`src/rtl/bcd_mod_counter.sv`:
```
// rtl/bcd_mod_counter.sv - two-digit BCD modulo-N up/down counter with preset load and cascade carry
module bcd_mod_counter #(
  parameter int MODULO = 60
) (
  input  logic       CLK,
  input  logic       RESET,
  input  logic       EN,
  input  logic       UP,
  input  logic       LOAD,
  input  logic [3:0] LOAD_TENS,
  input  logic [3:0] LOAD_ONES,
  output logic [3:0] Q_TENS,
  output logic [3:0] Q_ONES,
  output logic       CARRY,
  output logic       LOAD_ERR
);

  localparam int MAX_TENS_I = (MODULO - 1) / 10;
  localparam int MAX_ONES_I = (MODULO - 1) % 10;
  localparam logic [3:0] MAX_TENS = MAX_TENS_I[3:0];
  localparam logic [3:0] MAX_ONES = MAX_ONES_I[3:0];

  logic       at_max;
  logic       at_zero;
  logic       load_ok;
  logic [3:0] next_tens;
  logic [3:0] next_ones;

  assign at_max  = (Q_TENS == MAX_TENS) && (Q_ONES == MAX_ONES);
  assign at_zero = (Q_TENS == 4'd0) && (Q_ONES == 4'd0);

  // Range check is done digit-wise against the terminal value, no binary conversion.
  assign load_ok = (LOAD_TENS <= 4'd9) && (LOAD_ONES <= 4'd9) &&
                   ((LOAD_TENS < MAX_TENS) ||
                    ((LOAD_TENS == MAX_TENS) && (LOAD_ONES <= MAX_ONES)));

  assign CARRY = EN & ~LOAD & ~RESET & (UP ? at_max : at_zero);

  always_comb begin
    next_tens = Q_TENS;
    next_ones = Q_ONES;
    if (UP) begin
      if (at_max) begin
        next_tens = 4'd0;
        next_ones = 4'd0;
      end else if (Q_ONES == 4'd9) begin
        next_tens = Q_TENS + 4'd1;
        next_ones = 4'd0;
      end else begin
        next_ones = Q_ONES + 4'd1;
      end
    end else begin
      if (at_zero) begin
        next_tens = MAX_TENS;
        next_ones = MAX_ONES;
      end else if (Q_ONES == 4'd0) begin
        next_tens = Q_TENS - 4'd1;
        next_ones = 4'd9;
      end else begin
        next_ones = Q_ONES - 4'd1;
      end
    end
  end

  always_ff @(posedge CLK) begin
    if (RESET) begin
      Q_TENS   <= 4'd0;
      Q_ONES   <= 4'd0;
      LOAD_ERR <= 1'b0;
    end else if (LOAD) begin
      LOAD_ERR <= ~load_ok;
      if (load_ok) begin
        Q_TENS <= LOAD_TENS;
        Q_ONES <= LOAD_ONES;
      end
    end else begin
      LOAD_ERR <= 1'b0;
      if (EN) begin
        Q_TENS <= next_tens;
        Q_ONES <= next_ones;
      end
    end
  end

endmodule

```
`config.mk`:
```
export PLATFORM = sky130hd
export DESIGN_NAME = bcd_mod_counter
export DESIGN_NICKNAME = d
export VERILOG_FILES = /design/src/rtl/bcd_mod_counter.sv
export SDC_FILE = /design/constraint.sdc
export NUM_CORES = 1
export LEC_CHECK = 0
export ABC_CLOCK_PERIOD_IN_PS = 1700
export CORE_ASPECT_RATIO = 1.4
export CORE_UTILIZATION = 27
export CTS_CLUSTER_SIZE = 30
export DETAILED_ROUTE_END_ITERATION = 10
export PLACE_DENSITY_LB_ADDON = 0.3
export SYNTH_ARGS = -nofsm -noshare
export SYNTH_HDL_FRONTEND = slang
export SYNTH_SLANG_ARGS = --single-unit
```
`constraint.sdc`:
```
create_clock -name CLK -period 1.7 [get_ports CLK]
set_input_delay 0.34 -clock CLK [delete_from_list [all_inputs] [get_ports CLK]]
set_output_delay 0.34 -clock CLK [all_outputs]
set_load 0.01 [all_outputs]
```
==> run summary <==
Leak = 0.686 nW
syn nets = 132
post-DR wirelength/cell = 16.2 µm
Critical Path, Cell by Cell = inv_4 > ha_4 > nor4b_4 > nand2_1 > o21a_1 > nor3_2 > buf_2
die width = 52.1 µm
Die H = 72.2 µm
fin crit period = 1840 ps
area occupied by multi-input gates = 773 µm²
routed vias = 1179
WP data arrival = 1500 ps
worst setup path class = flop to output port
most frequent cells in the layout = 38 x buf_4, 18 x clkdlybuf4s50_1, 7 x nor2_1
pin count of the biggest net entering global routing = 12
Crit-path slowest cell = dfxtp_4
warning count from the yosys run = 0
fraction of layout cells with a size suffix above 1 = 44.3%
DRC viols = 0
Reg2Reg Launch Point = Q_TENS[1]
Primary FF master, synth = dfxtp_1
Max Cap Viol = 0
Setup TNS Final = -135 ps
number of routed nets with antenna violations = 0
final hold violations = 0
Worst Path Max Fanout = 4
period utilization = 108%
Syn Inst Count = 113
# placed instances = 208
Rows = 25
fin cells = 214
# fillers = 333
Reg area = 189 µm²
skew final = 3.83 ps
Worst Setup End Kind = output port
most common cell after layout, fill and taps aside = buf_4
hold path start = Q_ONES[0]
Clock Path Buffers = 2
CP required = 1360 ps
PortBufs = 22
dpl hpwl = 2.63 mm
clock slew at reported path FFs = 40 ps
crit start category = flop
total gr overflow = 0
CTS tree = built
CTS root buffer = clkbuf_8
Layout area overhead = 72.6%
status = finished with violations
peak supply drop = 0.265 mV
DIE AREA = 3760 µm²
max-slew violation count = 0
PD cells = 592 nW/µm²
Core ar. = 3380 µm²
global-route wire length before repair = 5.53 mm
final setup fails = 1
Hold Crit Class = flop to flop
Crit. Startpoint = Q_TENS[0]
unrepaired setup endpoints after global routing = true
Crit path largest cell delay = 360 ps
antenna cell count = 0
Skew-Pair Late Insertion Delay = 230 ps
overall global routing resource usage = 19.8%
starting density of the core = 28.1%
failing checks = negative setup slack
antenna violations before repair = 0
Synth Register Bits = 9
# clock sinks = 9
Seq/Total Area, Yosys = 19.0%
Pre-antenna DRT Iters = 4
Ports = 23
H-tree depth = 1
Worst slew margin = 73.3%
syn avg cell area = 8.40 µm²
post-synthesis cell area = 950 µm²
drt total wl = 3.46 mm
nets = 194
vias in the first global route = 1212
clock buffer count from CTS = 3
DR vias/cell = 5.51
fmax = 545 MHz
EDFF count, synth = 0
worst slew pin tran = 398 ps
drt first-iter violations = 44
worst setup margin = -135 ps
distinct cell type count after synthesis = 49
asr flop ratio synth = 0%
GPL Wtd Cong = 0.850
-- sequential cells by signal, indices dropped and copies added, names as in the netlist --
name      cells
LOAD_ERR      1
Q_ONES        4
Q_TENS        4
-- layer usage --
metal  up-vias  share of wire [%]  global-route usage (%)
met1       557                 36                    20.6
met2        48                 56                    35.6
met3        10                4.9                    3.56
li1        564                  -                       -
met4         0                3.4                    12.0
met5         -                  0                       0
-- where the power goes --
part           internal [W]  switching [W]
clock              0.000163      0.0000840
sequential         0.000230      0.0000167
combinational      0.000256       0.000221
total              0.000649       0.000322
-- area by class of cell --
class	instances	area share, %
clock buffer	4	2.75
inverter	10	2.44
multi-input combinational	88	47.2
sequential	9	11.5
tap	40	3.05
timing repair buffer	63	33.1
-- through the flow --
step / utilization [%] / setup WS [ps] / total power [W] / hold WS [ps] / instance area, µm²
6_report: 48.5 / -135 / 0.000971 / 599 / 1640
5_1_grt: 48.5 / -219 / 0.00103 / 639 / 1640
4_1_cts: 46.4 / -153 / 0.000950 / 595 / 1570
3_5_place_dp: 43.5 / -450 / 0.000661 / 582 / 1470
3_3_place_gp: 43.5 / -403 / 0.000652 / 570 / 1470
2_1_floorplan: - / 43.2 / 0.000457 / 500 / 957
-- cell families after synthesis --
family          after synthesis  synth area share (%)
flops                         9                  19.0
compound gates               46                  38.9
fa+ha+maj                     6                  7.90
simple gates                 36                  25.0
buf+inv                      16                  9.22
-- worst max-delay path, delay by kind of cell, from the launching register on --
| kind | cells | cell delay [ps] |
|---|---|---|
| AO/OA/AOI/OAI | 1 | 190 |
| adder cells (fa/ha/maj) | 1 | 120 |
| buffers and inverters | 2 | 200 |
| flip-flops | 1 | 360 |
| AND/OR/NAND/NOR | 3 | 390 |
-- final timing paths --
| kind | endpoint | slack, ps | cells past startpoint |
|---|---|---|---|
| min reg2reg | Q_ONES[0] | 600 | 3 |
| max reg2reg | Q_TENS[2] | 20 | 7 |
| min | Q_ONES[0] | 600 | 3 |
| max | CARRY | -140 | 7 |
-- cells in the mapped netlist, types with 2 or more instances --
| master | n | area (µm²) |
|---|---|---|
| inv_1 | 8 | 30.0 |
| a21oi_1 | 6 | 30.0 |
| ha_1 | 6 | 75.1 |
| o21a_1 | 3 | 22.5 |
| nor2_1 | 7 | 26.3 |
| inv_2 | 2 | 7.51 |
| nor2b_1 | 2 | 12.5 |
| nor3_1 | 3 | 15.0 |
| o32ai_1 | 2 | 17.5 |
| nand2_1 | 5 | 18.8 |
| buf_6 | 3 | 33.8 |
| a211oi_1 | 3 | 22.5 |
| o21ai_0 | 3 | 15.0 |
| a31oi_1 | 2 | 12.5 |
| o21ai_1 | 3 | 15.0 |
| nand4_1 | 4 | 25.0 |
| and3b_1 | 2 | 17.5 |
| o221ai_1 | 3 | 26.3 |
| a311oi_1 | 6 | 52.6 |
| a21oi_2 | 2 | 17.5 |
| dfxtp_1 | 9 | 180 |
| nand3b_1 | 2 | 15.0 |
-- what timing repair did --
action                     CTS  global route
buffers inserted             1             1
setup endpoints to repair    8            11
pin swaps                    5             7
cloned                       0             0
resized for setup           18            14
hold buffers                 0             0
Note: power is estimated with default switching activity, not from simulation.
